===== config.mk =====
export PLATFORM = sky130hd
export DESIGN_NAME = load_store_queue_flat
export DESIGN_NICKNAME = d
export VERILOG_FILES = /design/src/rtl/load_store_queue_if.sv /design/src/rtl/load_store_queue.sv /design/src/flat_wrapper.sv
export SDC_FILE = /design/constraint.sdc
export NUM_CORES = 2
export LEC_CHECK = 0
export ABC_AREA = 1
export ABC_CLOCK_PERIOD_IN_PS = 3900
export CAP_MARGIN = 20
export CELL_PAD_IN_SITES_DETAIL_PLACEMENT = 1
export CELL_PAD_IN_SITES_GLOBAL_PLACEMENT = 2
export CORE_AREA = 2 2 537 539
export DETAILED_ROUTE_END_ITERATION = 8
export DIE_AREA = 0 0 539 541
export PLACE_DENSITY = 0.71
export SYNTH_ARGS = -nofsm -noshare
export SYNTH_HDL_FRONTEND = slang
export SYNTH_SLANG_ARGS = --single-unit

===== constraint.sdc =====
create_clock -name i_clk -period 3.9 [get_ports i_clk]
set_input_delay 0.585 -clock i_clk [delete_from_list [all_inputs] [get_ports i_clk]]
set_output_delay 0.585 -clock i_clk [all_outputs]
set_load 0.005 [all_outputs]

===== src/rtl/load_store_queue_if.sv =====
// Shared entry type and the dispatch / memory-stage / D-cache bundle for the
// load/store queue.
package lsq_pkg;
  localparam int ROB_W  = 5;
  localparam int ADDR_W = 32;
  localparam int DATA_W = 32;

  typedef struct packed {
    logic              valid;
    logic              ready;
    logic              is_store;
    logic [ROB_W-1:0]  tag;
    logic [ADDR_W-1:0] address;
    logic [DATA_W-1:0] value;
  } lsq_entry_t;
endpackage

interface load_store_queue_if #(
  parameter int LSQ_SIZE = 16
) ();
  localparam int PTR_W = $clog2(LSQ_SIZE);

  logic                        alloc_valid;
  logic                        alloc_is_store;
  logic [lsq_pkg::ROB_W-1:0]   alloc_tag;
  logic                        alloc_ready;
  logic [PTR_W:0]              alloc_id;
  logic [PTR_W:0]              upd_ptr;
  lsq_pkg::lsq_entry_t         upd_entry;
  logic                        commit_valid;
  logic [lsq_pkg::ROB_W-1:0]   commit_tag;
  logic                        flush;
  logic                        store_req;
  logic [lsq_pkg::ADDR_W-1:0]  store_addr;
  logic [lsq_pkg::DATA_W-1:0]  store_data;
  logic                        store_ack;
  lsq_pkg::lsq_entry_t         lsq [LSQ_SIZE];
  int                          lsq_head;
  int                          lsq_tail;
  logic [PTR_W:0]              lsq_count;
  logic                        commit_err;

  modport slave (
    input  alloc_valid, alloc_is_store, alloc_tag, upd_ptr, upd_entry,
           commit_valid, commit_tag, flush, store_ack,
    output alloc_ready, alloc_id, store_req, store_addr, store_data,
           lsq, lsq_head, lsq_tail, lsq_count, commit_err
  );

  modport master (
    output alloc_valid, alloc_is_store, alloc_tag, upd_ptr, upd_entry,
           commit_valid, commit_tag, flush, store_ack,
    input  alloc_ready, alloc_id, store_req, store_addr, store_data,
           lsq, lsq_head, lsq_tail, lsq_count, commit_err
  );
endinterface


===== src/rtl/load_store_queue.sv =====
// Circular in-order load/store queue: allocate at tail, resolve via memory-stage
// updates, retire at head on ROB commit; committed stores drain to the D-cache.
//
//   state   | meaning
//   --------+------------------------------------------------------------
//   S_IDLE  | waiting for a commit that matches a valid, ready head entry
//   S_DRAIN | head is a committed store; store_req held until store_ack
module load_store_queue #(
  parameter int LSQ_SIZE = 16
) (
  input logic               i_clk,
  input logic               i_reset,
  load_store_queue_if.slave bus
);
  localparam int PTR_W = $clog2(LSQ_SIZE);

  typedef enum logic [0:0] {S_IDLE, S_DRAIN} state_t;

  state_t              r_state;
  state_t              w_state_nxt;
  lsq_pkg::lsq_entry_t r_lsq [LSQ_SIZE];
  logic [PTR_W-1:0]    r_head;
  logic [PTR_W-1:0]    r_tail;
  logic [PTR_W:0]      r_count;
  logic                r_store_req;
  logic                r_commit_err;

  lsq_pkg::lsq_entry_t w_head_entry;
  logic                w_alloc_ready;
  logic                w_alloc;
  logic                w_upd;
  logic [PTR_W-1:0]    w_upd_idx;
  logic                w_match;
  logic                w_retire;
  logic                w_err;
  logic                w_unused_upd;

  assign w_head_entry  = r_lsq[r_head];
  assign w_alloc_ready = (r_count < (PTR_W+1)'(LSQ_SIZE));
  assign w_alloc       = bus.alloc_valid & w_alloc_ready & ~bus.flush;
  assign w_upd_idx     = PTR_W'(bus.upd_ptr - (PTR_W+1)'(1));
  assign w_upd         = (bus.upd_ptr != '0) & r_lsq[w_upd_idx].valid & ~bus.flush;
  assign w_match       = w_head_entry.valid & w_head_entry.ready &
                         (bus.commit_tag == w_head_entry.tag);
  // Only ready/address/value of an update image are meaningful.
  assign w_unused_upd  = ^{bus.upd_entry.valid, bus.upd_entry.is_store, bus.upd_entry.tag};

  always_comb begin
    w_state_nxt = r_state;
    w_retire    = 1'b0;
    w_err       = 1'b0;
    case (r_state)
      S_IDLE: begin
        if (bus.commit_valid && !bus.flush) begin
          if (w_match) begin
            if (w_head_entry.is_store) w_state_nxt = S_DRAIN;
            else                       w_retire    = 1'b1;
          end else begin
            w_err = 1'b1;
          end
        end
      end
      S_DRAIN: begin
        if (bus.store_ack) begin
          w_retire    = 1'b1;
          w_state_nxt = S_IDLE;
        end
        if (bus.commit_valid) w_err = 1'b1;
      end
      default: w_state_nxt = S_IDLE;
    endcase
  end

  always_ff @(posedge i_clk) begin
    if (i_reset) begin
      r_state      <= S_IDLE;
      r_store_req  <= 1'b0;
      r_commit_err <= 1'b0;
      r_head       <= '0;
      r_tail       <= '0;
      r_count      <= '0;
      for (int i = 0; i < LSQ_SIZE; i++) r_lsq[i] <= '0;
    end else begin
      r_state      <= w_state_nxt;
      r_store_req  <= (w_state_nxt == S_DRAIN);
      r_commit_err <= r_commit_err | w_err;

      if (bus.flush) begin
        // A draining store is already committed, so it survives the squash.
        for (int i = 0; i < LSQ_SIZE; i++) begin
          if (!(r_state == S_DRAIN && PTR_W'(i) == r_head)) r_lsq[i] <= '0;
        end
        if (r_state == S_DRAIN) begin
          r_tail  <= r_head + PTR_W'(1);
          r_count <= w_retire ? '0 : (PTR_W+1)'(1);
        end else begin
          r_head  <= '0;
          r_tail  <= '0;
          r_count <= '0;
        end
      end else begin
        if (w_upd) begin
          r_lsq[w_upd_idx].ready   <= bus.upd_entry.ready;
          r_lsq[w_upd_idx].address <= bus.upd_entry.address;
          r_lsq[w_upd_idx].value   <= bus.upd_entry.value;
        end
        if (w_alloc) begin
          r_lsq[r_tail] <= '{valid: 1'b1, ready: 1'b0, is_store: bus.alloc_is_store,
                             tag: bus.alloc_tag, address: '0, value: '0};
          r_tail        <= r_tail + PTR_W'(1);
        end
        case ({w_alloc, w_retire})
          2'b10:   r_count <= r_count + (PTR_W+1)'(1);
          2'b01:   r_count <= r_count - (PTR_W+1)'(1);
          default: r_count <= r_count;
        endcase
      end

      // Placed last so retirement overrides an update to the same entry.
      if (w_retire) begin
        r_lsq[r_head] <= '0;
        r_head        <= r_head + PTR_W'(1);
      end
    end
  end

  assign bus.alloc_ready = w_alloc_ready;
  assign bus.alloc_id    = {1'b0, r_tail} + (PTR_W+1)'(1);
  assign bus.store_req   = r_store_req;
  assign bus.store_addr  = r_store_req ? w_head_entry.address : '0;
  assign bus.store_data  = r_store_req ? w_head_entry.value   : '0;
  assign bus.lsq         = r_lsq;
  assign bus.lsq_head    = int'(r_head);
  assign bus.lsq_tail    = int'(r_tail);
  assign bus.lsq_count   = r_count;
  assign bus.commit_err  = r_commit_err;
endmodule


===== src/flat_wrapper.sv =====
// flat-port wrapper written by rule: the top's interface ports become plain ports
module load_store_queue_flat 
#(
  parameter int LSQ_SIZE = 16
)
  (i_clk, i_reset, bus_alloc_valid, bus_alloc_is_store, bus_alloc_tag, bus_upd_ptr, bus_upd_entry, bus_commit_valid, bus_commit_tag, bus_flush, bus_store_ack, bus_alloc_ready, bus_alloc_id, bus_store_req, bus_store_addr, bus_store_data, bus_lsq, bus_lsq_head, bus_lsq_tail, bus_lsq_count, bus_commit_err);
  load_store_queue_if #(.LSQ_SIZE(LSQ_SIZE)) bus_i ();
  input logic i_clk;
  input logic i_reset;
  input wire logic [$bits(bus_i.alloc_valid)-1:0] bus_alloc_valid;
  input wire logic [$bits(bus_i.alloc_is_store)-1:0] bus_alloc_is_store;
  input wire logic [$bits(bus_i.alloc_tag)-1:0] bus_alloc_tag;
  input wire logic [$bits(bus_i.upd_ptr)-1:0] bus_upd_ptr;
  input wire logic [$bits(bus_i.upd_entry)-1:0] bus_upd_entry;
  input wire logic [$bits(bus_i.commit_valid)-1:0] bus_commit_valid;
  input wire logic [$bits(bus_i.commit_tag)-1:0] bus_commit_tag;
  input wire logic [$bits(bus_i.flush)-1:0] bus_flush;
  input wire logic [$bits(bus_i.store_ack)-1:0] bus_store_ack;
  output wire logic [$bits(bus_i.alloc_ready)-1:0] bus_alloc_ready;
  output wire logic [$bits(bus_i.alloc_id)-1:0] bus_alloc_id;
  output wire logic [$bits(bus_i.store_req)-1:0] bus_store_req;
  output wire logic [$bits(bus_i.store_addr)-1:0] bus_store_addr;
  output wire logic [$bits(bus_i.store_data)-1:0] bus_store_data;
  output wire logic [$bits(bus_i.lsq)-1:0] bus_lsq;
  output wire logic [$bits(bus_i.lsq_head)-1:0] bus_lsq_head;
  output wire logic [$bits(bus_i.lsq_tail)-1:0] bus_lsq_tail;
  output wire logic [$bits(bus_i.lsq_count)-1:0] bus_lsq_count;
  output wire logic [$bits(bus_i.commit_err)-1:0] bus_commit_err;
  assign bus_i.alloc_valid = bus_alloc_valid;
  assign bus_i.alloc_is_store = bus_alloc_is_store;
  assign bus_i.alloc_tag = bus_alloc_tag;
  assign bus_i.upd_ptr = bus_upd_ptr;
  assign bus_i.upd_entry = bus_upd_entry;
  assign bus_i.commit_valid = bus_commit_valid;
  assign bus_i.commit_tag = bus_commit_tag;
  assign bus_i.flush = bus_flush;
  assign bus_i.store_ack = bus_store_ack;
  assign bus_alloc_ready = bus_i.alloc_ready;
  assign bus_alloc_id = bus_i.alloc_id;
  assign bus_store_req = bus_i.store_req;
  assign bus_store_addr = bus_i.store_addr;
  assign bus_store_data = bus_i.store_data;
  assign bus_lsq = {>>{bus_i.lsq}};
  assign bus_lsq_head = bus_i.lsq_head;
  assign bus_lsq_tail = bus_i.lsq_tail;
  assign bus_lsq_count = bus_i.lsq_count;
  assign bus_commit_err = bus_i.commit_err;
  load_store_queue #(.LSQ_SIZE(LSQ_SIZE)) u_core (.i_clk(i_clk), .i_reset(i_reset), .bus(bus_i));
endmodule

==> metrics.md <==
| Metric | Value |
|---|---|
| Leakage | `39.0 nW` |
| Setup WS pre-CTS | `-0.156 ns` |
| Number of sinks driven by the clock tree | `approximately 1200` |
| Worst hold path class | `primary input to register` |
| Max capacitance violation total | `0` |
| Cell area after layout | `0.0947 mm2` |
| Number of cells in the design after placement | `between 10000 and 15000` |
| Share of power burned in combinational logic | `about 8.9%` |
| Switch share | `between 20% and 30%` |
| Commonest cells after routing, fill and taps aside | `sky130_fd_sc_hd__inv_1 (1885), sky130_fd_sc_hd__nand2_1 (1854), sky130_fd_sc_hd__a21oi_1 (1253)` |
| Setup ws final | `-0.278 ns` |
| TritonCTS clock tree | `done` |
| Failing checks | `negative setup slack` |
| Unrepaired setup endpoints after global routing | `true` |
| Time the final worst path needs with I/O delays and setup | `approximately 4.2 ns` |
| Routability congestion estimate from global placement | `around 0.95` |
| Area after detailed placement | `around 0.087 mm2` |
| # nets final | `11510` |
| Ys flop type | `sky130_fd_sc_hd__dfxtp_1` |
| First-pass GRT wire length | `around 700000 um` |
| Worst hold path stage count | `4` |
| Number of iterations in the first detailed-routing pass | `5` |
| Count of pins on the block boundary | `between 1000 and 1500` |
| Clk network pwr share | `between 50% and 60%` |
| Run status | `finished with violations` |
| Final worst-path cycle share | `107%` |
| Slew at the pin closest to its max-slew limit | `~1.4 ns` |
| Worst-case vdd ir drop | `between 300 and 400 uV` |
| Clock skew after layout | `0.0409 ns` |
| Total global routing track utilization | `a little over a third` |
| Slew Viols, Final | `0` |
| Vias in the first global route | `81707` |
| Worst slew margin relative to its limit | `8.06%` |
| R2R depth | `20` |
| Nature of the critical path startpoint | `register` |
| Critical path arrival | `between 3 and 4 ns` |
| Vertical die dimension | `around 540 um` |
| Detailed-route vias per instance | `roughly 5.4` |
| Worst hold margin | `around 0.24 ns` |
| Longest Clk Path Bufs | `4` |
| Switching power of the nets | `around 9 mW` |
| Area of the multi-input gates | `about 0.033 mm2` |
| Port buffer count | `1323` |
| DIE AREA | `about 0.3 mm2` |
| Synthesis warning total | `0` |
| Layout cells sized above 1 | `roughly 11%` |
| Wire length after detailed routing | `between 500000 and 600000 um` |
| Number of antenna violations at the first check in global routing | `35` |
| H-Tree Depth | `4` |
| Sequential power share | `approximately 40%` |
| Synth unique cells | `48` |
| Post-layout instance count excluding filler cells | `approximately 15000` |
| Total global routing overflow | `0` |
| Layout Area Growth over Synthesis | `42.0%` |
| Area taken by flip-flops and latches | `0.0234 mm2` |
| CP required | `~3.3 ns` |
| Final standard cell utilization of the core | `33.1%` |
| Total CTS buffers | `approximately 170` |
| Netlist area before placement | `roughly 0.067 mm2` |
| Initial Util | `23.3%` |
| Achievable Freq | `around 0.24 GHz` |
| Average size of a mapped cell | `6.60 um2` |
| Most common cell after layout, fill and taps aside | `sky130_fd_sc_hd__inv_1` |
| Post-DP HPWL | `411000 um` |
| Remaining design rule violation count | `0` |
| Vias post-DR | `just over 80000` |
| Antenna violation net count after detailed routing | `0` |
| Number of register bits inferred by synthesis | `approximately 1200` |
| Largest net degree at the start of global routing | `approximately 180` |
| Row cnt | `between 150 and 200` |
| Internal | `~22 mW` |
| Number of design-rule violations left by the first detailed-router iteration | `just over 7000` |
| Instance count of the mapped netlist | `roughly 10000` |
| Setup violations, final | `20` |
| Area of the placeable core | `approximately 0.29 mm2` |
| # fillers | `roughly 35000` |
| Sort of element at the end of the critical path | `output pin` |
| Clock-pin slew of the registers on the worst-case setup and hold paths | `0.06 ns` |
| Largest fanout of any net on the critical path | `16` |
| Hold Fails Final Rpt | `0` |
| Die outline width | `539 um` |
| Cell Pwr Density | `~320 mW/mm2` |
| Proportion of register bits with asynchronous set or reset after synthesis | `0%` |
| Critical path class | `register to output pin` |
| Clock network latency to the later pin of the worst-skew pair | `between 0.8 and 0.9 ns` |
| Register area share after synthesis | `35.1%` |
| DR WL/cell | `35.1 um` |
| Clock root buffer | `sky130_fd_sc_hd__clkbuf_16` |
| Number of flops mapped to enable cells by yosys | `0` |
==> routing by layer <==
metal / global-route usage, % / vias to the layer above / part of all wire, %
li1: - / 36184 / -
met1: 39.1 / 41584 / 37
met2: 57.4 / 3586 / 46
met3: 9.09 / 1057 / 7.9
met4: 27.9 / 16 / 9.1
met5: 0 / - / 0.019
==> layout make-up <==
| class | count | share of cell area (%) |
|---|---|---|
| Multi-Input combinational cell | 6073 | 34.7 |
| Sequential cell | 1167 | 24.7 |
| Timing Repair Buffer | 2054 | 22.2 |
| Inverter | 1937 | 7.75 |
| Clock buffer | 253 | 5.18 |
| Tap cell | 3781 | 5.00 |
| Clock inverter | 34 | 0.415 |
| Antenna cell | 16 | 0.0423 |
| Timing Repair inverter | 3 | 0.0278 |
==> cells in the mapped netlist, types with 16 or more instances <==
master                         n  area (um2)
sky130_fd_sc_hd__a211oi_1    162        1220
sky130_fd_sc_hd__nand4_1      30         188
sky130_fd_sc_hd__buf_4        78         586
sky130_fd_sc_hd__inv_2        33         124
sky130_fd_sc_hd__nor2_1      523        1960
sky130_fd_sc_hd__buf_6        20         225
sky130_fd_sc_hd__nand2_1    1881        7060
sky130_fd_sc_hd__o2111ai_1   555        4860
sky130_fd_sc_hd__a21oi_1    1344        6730
sky130_fd_sc_hd__inv_1      1895        7110
sky130_fd_sc_hd__o211ai_1     96         721
sky130_fd_sc_hd__o32ai_1     239        2090
sky130_fd_sc_hd__a32oi_1      17         149
sky130_fd_sc_hd__nand3_1     190         951
sky130_fd_sc_hd__o41a_1       58         653
sky130_fd_sc_hd__clkbuf_1    667        2500
sky130_fd_sc_hd__nand2_2      16         100
sky130_fd_sc_hd__a22oi_1      44         330
sky130_fd_sc_hd__buf_1        62         233
sky130_fd_sc_hd__buf_2       142         711
sky130_fd_sc_hd__a211oi_2     20         250
sky130_fd_sc_hd__o21ai_0     762        3810
sky130_fd_sc_hd__dfxtp_1    1167       23400
==> worst paths after layout <==
| check | start | slack [ns] | end |
|---|---|---|---|
| setup / recovery | u_core.r_head[0]$_SDFFE_PP0P_ | -0.28 | bus_store_addr[23] |
| setup reg to reg | u_core.r_head[0]$_SDFFE_PP0P_ | 0.15 | u_core.bus.lsq[1133]$_SDFF_PP0_ |
| hold / removal | bus_flush | 0.24 | u_core.bus.lsq[1151]$_SDFF_PP0_ |
| hold reg to reg | u_core.bus.lsq[206]$_SDFF_PP0_ | 0.48 | u_core.bus.lsq[206]$_SDFF_PP0_ |
==> critical path, cell delays in order (launching register included) <==
cell and delay (ns):
sky130_fd_sc_hd__dfxtp_4 0.46, sky130_fd_sc_hd__inv_16 0.12, sky130_fd_sc_hd__buf_16 0.25, sky130_fd_sc_hd__o21ai_0 0.45
sky130_fd_sc_hd__a21oi_1 0.15, sky130_fd_sc_hd__buf_4 0.21, sky130_fd_sc_hd__o41a_1 0.61, sky130_fd_sc_hd__dlygate4sd2_1 0.35
==> power groups by stage <==
stage / sequential, mW / clock, mW / combinational [mW]
CTS: 12.2 / 15.9 / 2.70
floorplan: 12.4 / 0 / 1.08
global route: 12.2 / 16.3 / 2.84
global placement: 12.5 / 0 / 2.63
finish: 12.2 / 15.7 / 2.74
detailed placement: 12.5 / 0 / 2.69
==> sequential cells by signal (all words and copies together), names as in the netlist <==
signal / flops
u_core.bus.commit_err: 1
u_core.r_head: 4
u_core.bus.lsq: 1152
u_core.bus.lsq_count: 5
u_core.r_state: 1
u_core.r_tail: 4
==> cells by family after synthesis <==
kind of cell,after synthesis,synth area share [%]
fa+ha+maj,15,0.282
compound gates,3339,31.7
other cells,1,0.00563
buf+inv,2906,17.3
flops,1167,35.1
simple gates,2658,15.6
xor+xnor,4,0.0526
mux,1,0.0150
==> through the flow <==
step	power [mW]	setup TNS, ns
CTS	30.8	-6.03
global route	31.4	-2.51
global placement	15.1	-1.25
finish	30.6	-2.44
floorplan	13.5	0
detailed placement	15.2	-3.79
==> repair_timing <==
action | CTS | global route
hold buffers | 0 | 0
gates cloned | 13 | 9
buffers inserted | 28 | 23
pin swaps | 22 | 13
resized for setup | 246 | 112
endpoints found under the setup margin | 70 | 165
Note: power is estimated with default switching activity, not from simulation.
